--- src/rtl/sd_dat_tx_ctrl.sv ---
// sd_dat_tx_ctrl: single-DAT-line SD block-write sequencer.
// Frames start bit, data bytes MSB-first, CRC16 from an external serial CRC
// unit, end bit; then parses the card CRC status token and waits out busy.
// Optional: define SD_DAT_TX_BLKLEN_EN to add a run-time blk_len input.
module sd_dat_tx_ctrl #(
    parameter int unsigned BLK_BYTES    = 512,
    parameter int unsigned BUSY_TIMEOUT = 65535,
    parameter int unsigned TO_W         = 16
) (
    input  logic       clk,
    input  logic       rst,
    input  logic       tick,
    input  logic       start,
`ifdef SD_DAT_TX_BLKLEN_EN
    input  logic [11:0] blk_len,
`endif
    input  logic [7:0] wr_data,
    input  logic       wr_valid,
    output logic       wr_ready,
    input  logic       dat_i,
    output logic       dat_o,
    output logic       dat_oe,
    output logic       crc_rst,
    output logic       crc_en,
    output logic       crc_bit,
    output logic       crc_shift,
    input  logic       crc_msb,
    output logic       busy,
    output logic       done,
    output logic [2:0] status,
    output logic [1:0] err
);

    typedef enum logic [3:0] {
        IDLE, START, DATA, CRC, END, REL, ST_WAIT, ST_BITS, ST_END, BUSY_W
    } state_t;

    localparam logic [TO_W-1:0] TO_LAST = TO_W'(BUSY_TIMEOUT - 1);

    state_t          state, state_nx;
    logic [7:0]      hold_data;
    logic            hold_full;
    logic [7:0]      shift_q;
    logic            shift_valid;
    logic [14:0]     bit_cnt;
    logic [14:0]     last_bit;
    logic [TO_W-1:0] to_cnt;
    logic            start_ok;
    logic            start_acc;
    logic            byte_take;
    logic            to_hit;
    logic            underrun;
    logic            timeout;
    logic            finish;
    logic [1:0]      fin_err;

`ifdef SD_DAT_TX_BLKLEN_EN
    logic [11:0] len_q;

    assign start_ok = start && (blk_len != 12'd0);
    assign last_bit = {len_q - 12'd1, 3'b111};

    // Block length captured when a transfer is accepted
    always_ff @(posedge clk) begin
        if (rst)
            len_q <= 12'(BLK_BYTES);
        else if (start_acc)
            len_q <= blk_len;
    end
`else
    assign start_ok = start;
    assign last_bit = 15'(BLK_BYTES * 8 - 1);
`endif

    assign start_acc = (state == IDLE) && start_ok;
    assign to_hit    = (to_cnt == TO_LAST);
    assign wr_ready  = !hold_full;
    assign busy      = (state != IDLE);
    assign crc_rst   = !rst && start_acc;
    assign crc_en    = !rst && tick && (state == DATA) && shift_valid;
    assign crc_shift = !rst && tick && (state == CRC);
    assign crc_bit   = shift_q[7];

    // Holding register is consumed at START and on bit 7 of every non-final byte
    assign byte_take = tick && hold_full &&
                       ((state == START) ||
                        ((state == DATA) && shift_valid &&
                         (bit_cnt[2:0] == 3'd7) && (bit_cnt != last_bit)));

    // State register
    always_ff @(posedge clk) begin
        if (rst)
            state <= IDLE;
        else
            state <= state_nx;
    end

    // Next-state and completion decode
    always_comb begin
        state_nx = state;
        underrun = 1'b0;
        timeout  = 1'b0;
        finish   = 1'b0;
        fin_err  = 2'd0;
        case (state)
            IDLE:    if (start_ok) state_nx = START;
            START:   if (tick) begin
                         if (!hold_full) underrun = 1'b1;
                         else            state_nx = DATA;
                     end
            DATA:    if (tick) begin
                         if (!shift_valid)            underrun = 1'b1;
                         else if (bit_cnt == last_bit) state_nx = CRC;
                     end
            CRC:     if (tick && (bit_cnt == 15'd15)) state_nx = END;
            END:     if (tick) state_nx = REL;
            REL:     if (tick) state_nx = ST_WAIT;
            ST_WAIT: if (tick) begin
                         if (to_hit)     timeout  = 1'b1;
                         else if (!dat_i) state_nx = ST_BITS;
                     end
            ST_BITS: if (tick) begin
                         if (to_hit)                  timeout  = 1'b1;
                         else if (bit_cnt == 15'd2)   state_nx = ST_END;
                     end
            ST_END:  if (tick) begin
                         if (to_hit) timeout  = 1'b1;
                         else        state_nx = BUSY_W;
                     end
            BUSY_W:  if (tick) begin
                         if (dat_i) begin
                             finish  = 1'b1;
                             fin_err = (status == 3'b010) ? 2'd0 : 2'd1;
                         end else if (to_hit) begin
                             timeout = 1'b1;
                         end
                     end
            default: state_nx = IDLE;
        endcase
        if (underrun) begin
            finish  = 1'b1;
            fin_err = 2'd3;
        end
        if (timeout) begin
            finish  = 1'b1;
            fin_err = 2'd2;
        end
        if (finish)
            state_nx = IDLE;
    end

    // Host byte handshake; runs regardless of tick or state
    always_ff @(posedge clk) begin
        if (rst) begin
            hold_full <= 1'b0;
        end else if (byte_take) begin
            hold_full <= 1'b0;
        end else if (wr_valid && !hold_full) begin
            hold_full <= 1'b1;
            hold_data <= wr_data;
        end
    end

    // Data shifter; shift_valid drops when no byte was available at a boundary
    always_ff @(posedge clk) begin
        if (rst) begin
            shift_valid <= 1'b0;
        end else if ((state == START) && tick && hold_full) begin
            shift_q     <= hold_data;
            shift_valid <= 1'b1;
        end else if ((state == DATA) && tick && shift_valid) begin
            if (bit_cnt[2:0] == 3'd7) begin
                if (byte_take) shift_q <= hold_data;
                else           shift_valid <= 1'b0;
            end else begin
                shift_q <= {shift_q[6:0], 1'b0};
            end
        end
    end

    // Shared bit counter for data, CRC and status-token phases
    always_ff @(posedge clk) begin
        if (rst)
            bit_cnt <= '0;
        else if (state_nx != state)
            bit_cnt <= '0;
        else if (tick && ((state == DATA) || (state == CRC) || (state == ST_BITS)))
            bit_cnt <= bit_cnt + 15'd1;
    end

    // DAT0 line driver
    always_ff @(posedge clk) begin
        if (rst || underrun) begin
            dat_o  <= 1'b1;
            dat_oe <= 1'b0;
        end else if (tick) begin
            case (state)
                START: begin
                    dat_o  <= 1'b0;
                    dat_oe <= 1'b1;
                end
                DATA:    dat_o  <= shift_q[7];
                CRC:     dat_o  <= crc_msb;
                END:     dat_o  <= 1'b1;
                REL:     dat_oe <= 1'b0;
                default: ;
            endcase
        end
    end

    // Busy/status timeout counter, armed when the line is released
    always_ff @(posedge clk) begin
        if (rst)
            to_cnt <= '0;
        else if (tick && (state == REL))
            to_cnt <= '0;
        else if (tick && ((state == ST_WAIT) || (state == ST_BITS) ||
                          (state == ST_END)  || (state == BUSY_W)))
            to_cnt <= to_cnt + 1'b1;
    end

    // Result reporting: status/err held until the next accepted start
    always_ff @(posedge clk) begin
        if (rst) begin
            status <= '0;
            err    <= '0;
            done   <= 1'b0;
        end else begin
            done <= finish;
            if (start_acc) begin
                status <= '0;
                err    <= '0;
            end else begin
                if ((state == ST_BITS) && tick && !finish)
                    status <= {status[1:0], dat_i};
                if (finish)
                    err <= fin_err;
            end
        end
    end

endmodule
--- config.mk ---
export PLATFORM = sky130hd
export DESIGN_NAME = sd_dat_tx_ctrl
export DESIGN_NICKNAME = d
export VERILOG_FILES = /design/src/rtl/sd_dat_tx_ctrl.sv
export SDC_FILE = /design/constraint.sdc
export NUM_CORES = 1
export LEC_CHECK = 0
export ABC_CLOCK_PERIOD_IN_PS = 6180
export CELL_PAD_IN_SITES_DETAIL_PLACEMENT = 0
export CELL_PAD_IN_SITES_GLOBAL_PLACEMENT = 1
export CORE_MARGIN = 2
export CORE_UTILIZATION = 48
export CTS_BUF_LIST = sky130_fd_sc_hd__clkbuf_16
export DETAILED_ROUTE_END_ITERATION = 6
export PLACE_DENSITY = 0.87
export RECOVER_POWER = 100
export SLEW_MARGIN = 20
export SYNTH_ARGS = -nofsm -noshare
export SYNTH_HDL_FRONTEND = slang
export SYNTH_SLANG_ARGS = --single-unit
--- constraint.sdc ---
create_clock -name clk -period 6.18 [get_ports clk]
set_input_delay 1.236 -clock clk [delete_from_list [all_inputs] [get_ports clk]]
set_output_delay 1.236 -clock clk [all_outputs]
set_load 0.02 [all_outputs]
==> results.sh <==
export IMPL_synth_area_mux_share=0.0419
export IMPL_synth_xor_area_share=0.0705
export IMPL_cpMostUsedCell="dlygate4sd3_1"
export IMPL_syn_avg_cell_area_um2=9.89
export IMPL_grtUsageMet1=0.257
export IMPL_clock_path_buffers=2
export IMPL_busiest_layer="met2"
export IMPL_cts_tree="yes"
export IMPL_status="finished, final reports clean"
export IMPL_cp_max_fo=13
export IMPL_timing_final_ws_setup_ps=1220
export IMPL_globalRouteMet3Util=0.0364
export IMPL_synth_top_family_by_area="simple AND/OR/NAND/NOR gates"
export IMPL_synth_warnings=0
export IMPL_grt_usage=0.188
export IMPL_drc=0
export IMPL_ios=29
export IMPL_r2r_end="bit_cnt[4]"
export IMPL_max_cap_viol_count=0
export IMPL_wl_per_cell_um=14.8
export IMPL_cts_inserted_buffers=9
export IMPL_numClockSinks=61
export IMPL_grt_max_degree=20
export IMPL_worstPathCellList="dlygate4sd3_1 > nand3b_1 > or4b_1 > nor2_1 > dlygate4sd3_1"
export IMPL_clk_pin_slew_worst_paths_ps=50
export IMPL_worstHoldStart="dat_o"
export IMPL_cts_setup_buffers=0
export IMPL_dieArea_um2=7130
export IMPL_crit_family="buffers and inverters"
export IMPL_reg2reg_depth=6
export IMPL_final_cell_mix="dfxtp_1, nor2_1, dlygate4sd3_1"
export IMPL_synthArstFlopShare=0
export IMPL_synth_seq_area_share=0.445
export IMPL_max_stage_delay_ps=830
export IMPL_hold_viol=0
export IMPL_worstMarginPinSlew_ps=1250
export IMPL_synth_top_area_frac=0.290
export IMPL_wl_um=6190
export IMPL_fin_setup_tns_ps=0
export IMPL_initial_core_util=0.492
export IMPL_pre_cts_ws_ps=1360
export IMPL_clockRootBuffer="clkbuf_16"
export IMPL_yosysTopAreaCell="dfxtp_1"
export IMPL_required_ps=4940
export IMPL_drt_initial_drc_count=146
export IMPL_holdBufCountCts=0
export IMPL_die_x_um=84.4
export IMPL_htreeDepth=3
export IMPL_clock_latency_ps=330
export IMPL_antenna_found_initial=0
export IMPL_nNetsFinal=357
export IMPL_slowest_stage="dlygate4sd3_1"
export IMPL_r2r_slack_ps=2930
export IMPL_dpl_hpwl_um=4180
export IMPL_use_met2=0.288
export IMPL_drive_gt1_frac=0.0936
export IMPL_hold_end="dat_o"
export IMPL_setup_viol=0
export IMPL_clock_skew_ps=7.44
export IMPL_cts_resized=0
export IMPL_power_density_nw_per_um2=284
export IMPL_hp_class="reg -> reg"
export IMPL_finalMaxSlewViolations=0
export IMPL_fmax_mhz=202
export IMPL_ys_types=56
export IMPL_hold_depth=2
export IMPL_reg2reg_from="state[2]"
export IMPL_synth_area_leaders="dfxtp_1, edfxtp_1, a211oi_2"
export IMPL_slew_headroom=0.167
export IMPL_critPathKind="in -> out"
export IMPL_vias=2363
export IMPL_syn_nets=334
export IMPL_row_count=29
export IMPL_synth_fa_ha_area_frac=0.0201
export IMPL_grt_overflow_total=0
export IMPL_ir_worst_vdd_mv=0.167
export IMPL_critical_path_buf_inv_count=2
export IMPL_power_mw=1.03
export IMPL_port_buffer_count=28
export IMPL_die_height_um=84.4
export IMPL_rsz0062_at_grt="false"
export IMPL_leakagePower_nw=1.25
export IMPL_place_gp_congestion=0.777
export IMPL_dr_pass1_iters=4
export IMPL_grt_pass1_vias=2319
export IMPL_synth_flop_cell="dfxtp_1"
export IMPL_num_fill_cells=575
export IMPL_grt_pass1_wl_um=10800
export IMPL_viasPerCell=5.64
export IMPL_core_region_area_um2=6310
export IMPL_final_common_cell="dfxtp_1"
export IMPL_crit_path_end_kind="primary output"
export IMPL_drtAntennaViolNets=0
export IMPL_syn_inst=314
export IMPL_synth_edf_count=16
export IMPL_synth_simple_gate_area_frac=0.231
export IMPL_post_route_min_period_ps=4960
export IMPL_ys_ff_latch=61
export IMPL_syn_area_um2=3110
export IMPL_diodes=0
export IMPL_cp_arrival_ps=3730
export IMPL_synth_compound_area_frac=0.143
export IMPL_syn_to_final_growth_pct=16.8
export IMPL_finalCritPeriodShare=0.803
export IMPL_crit_path_start_kind="primary input"
worst max-delay path by stage:
stage          from  endpoint  slack, ps  cells past startpoint
6_report       tick    crc_en       1220                      5
5_1_grt        tick    crc_en       1070                      5
4_1_cts        tick    crc_en       1350                      5
3_5_place_dp   tick    crc_en       1360                      5
3_3_place_gp   tick    crc_en       1420                      5
2_1_floorplan  tick    crc_en       2600                      4
cells by family after synthesis:
group / Yosys count
AND/OR/NAND/NOR: 129
multiplexers: 12
XOR/XNOR: 25
adder cells (fa/ha/maj): 5
AO/OA/AOI/OAI: 57
buffers and inverters: 25
flip-flops: 61
cell type report:
class,count,area (um2),share of cell area
repair buffers,29,284,0.0783
multi-input cells,228,1530,0.422
inverters,8,30.0,0.00828
flip-flops and latches,61,1380,0.381
clock buffers,9,225,0.0621
clock inverters,7,80.1,0.0221
well taps,77,96.3,0.0266
registers in the layout (all words and copies together), names as in the netlist:
signal and cells:
hold_data 8, done 1, shift_q 8, hold_full 1, state 4, dat_oe 1
to_cnt 16, shift_valid 1, bit_cnt 15, err 2, dat_o 1, status 3
synthesized netlist by cell type, drive strengths merged (2+ instances only):
cell / instances
a31oi: 3
a31o: 2
a21oi: 12
xnor2: 11
nand2: 15
edfxtp: 16
nor4b: 2
and3: 3
nor2: 34
mux2: 8
o211ai: 2
or3b: 2
ha: 5
nor2b: 4
clkbuf: 7
a211oi: 17
nand4: 11
xor2: 14
nor4: 4
o21ai: 12
or3: 4
nor3: 13
and2: 3
nand3: 14
o21a: 2
nand2b: 5
nor3b: 8
and4: 2
inv: 8
buf: 9
dfxtp: 45
mux2i: 4
per-layer routing:
layer | up-vias | routed length [um]
li1 | 1190 | -
met1 | 1121 | 3050
met3 | 9 | 264
met2 | 43 | 2790
met5 | - | 0
met4 | 0 | 84
through the flow:
stage | hold slack [ps] | utilization | area [um2] | instances
CTS | 491 | 0.581 | 3670 | 419
global placement | 470 | 0.532 | 3360 | 402
detailed placement | 481 | 0.533 | 3360 | 403
global route | 513 | 0.575 | 3630 | 419
floorplan | 458 | - | 3110 | 314
finish | 481 | 0.575 | 3630 | 419
power by group:
| group | switching [mW] | internal [mW] | leakage, nW |
|---|---|---|---|
| registers | 0.00948 | 0.418 | 0.511 |
| logic | 0.0537 | 0.0326 | 0.586 |
| clock network | 0.169 | 0.346 | 0.149 |
| total | 0.232 | 0.797 | 1.25 |
tightest hold or removal path, stage by stage, from the launching register on:
cell and delay [ps]:
dfxtp_1 320, a21oi_1 60, nand3_1 70
(Power assumes the default switching activity.)
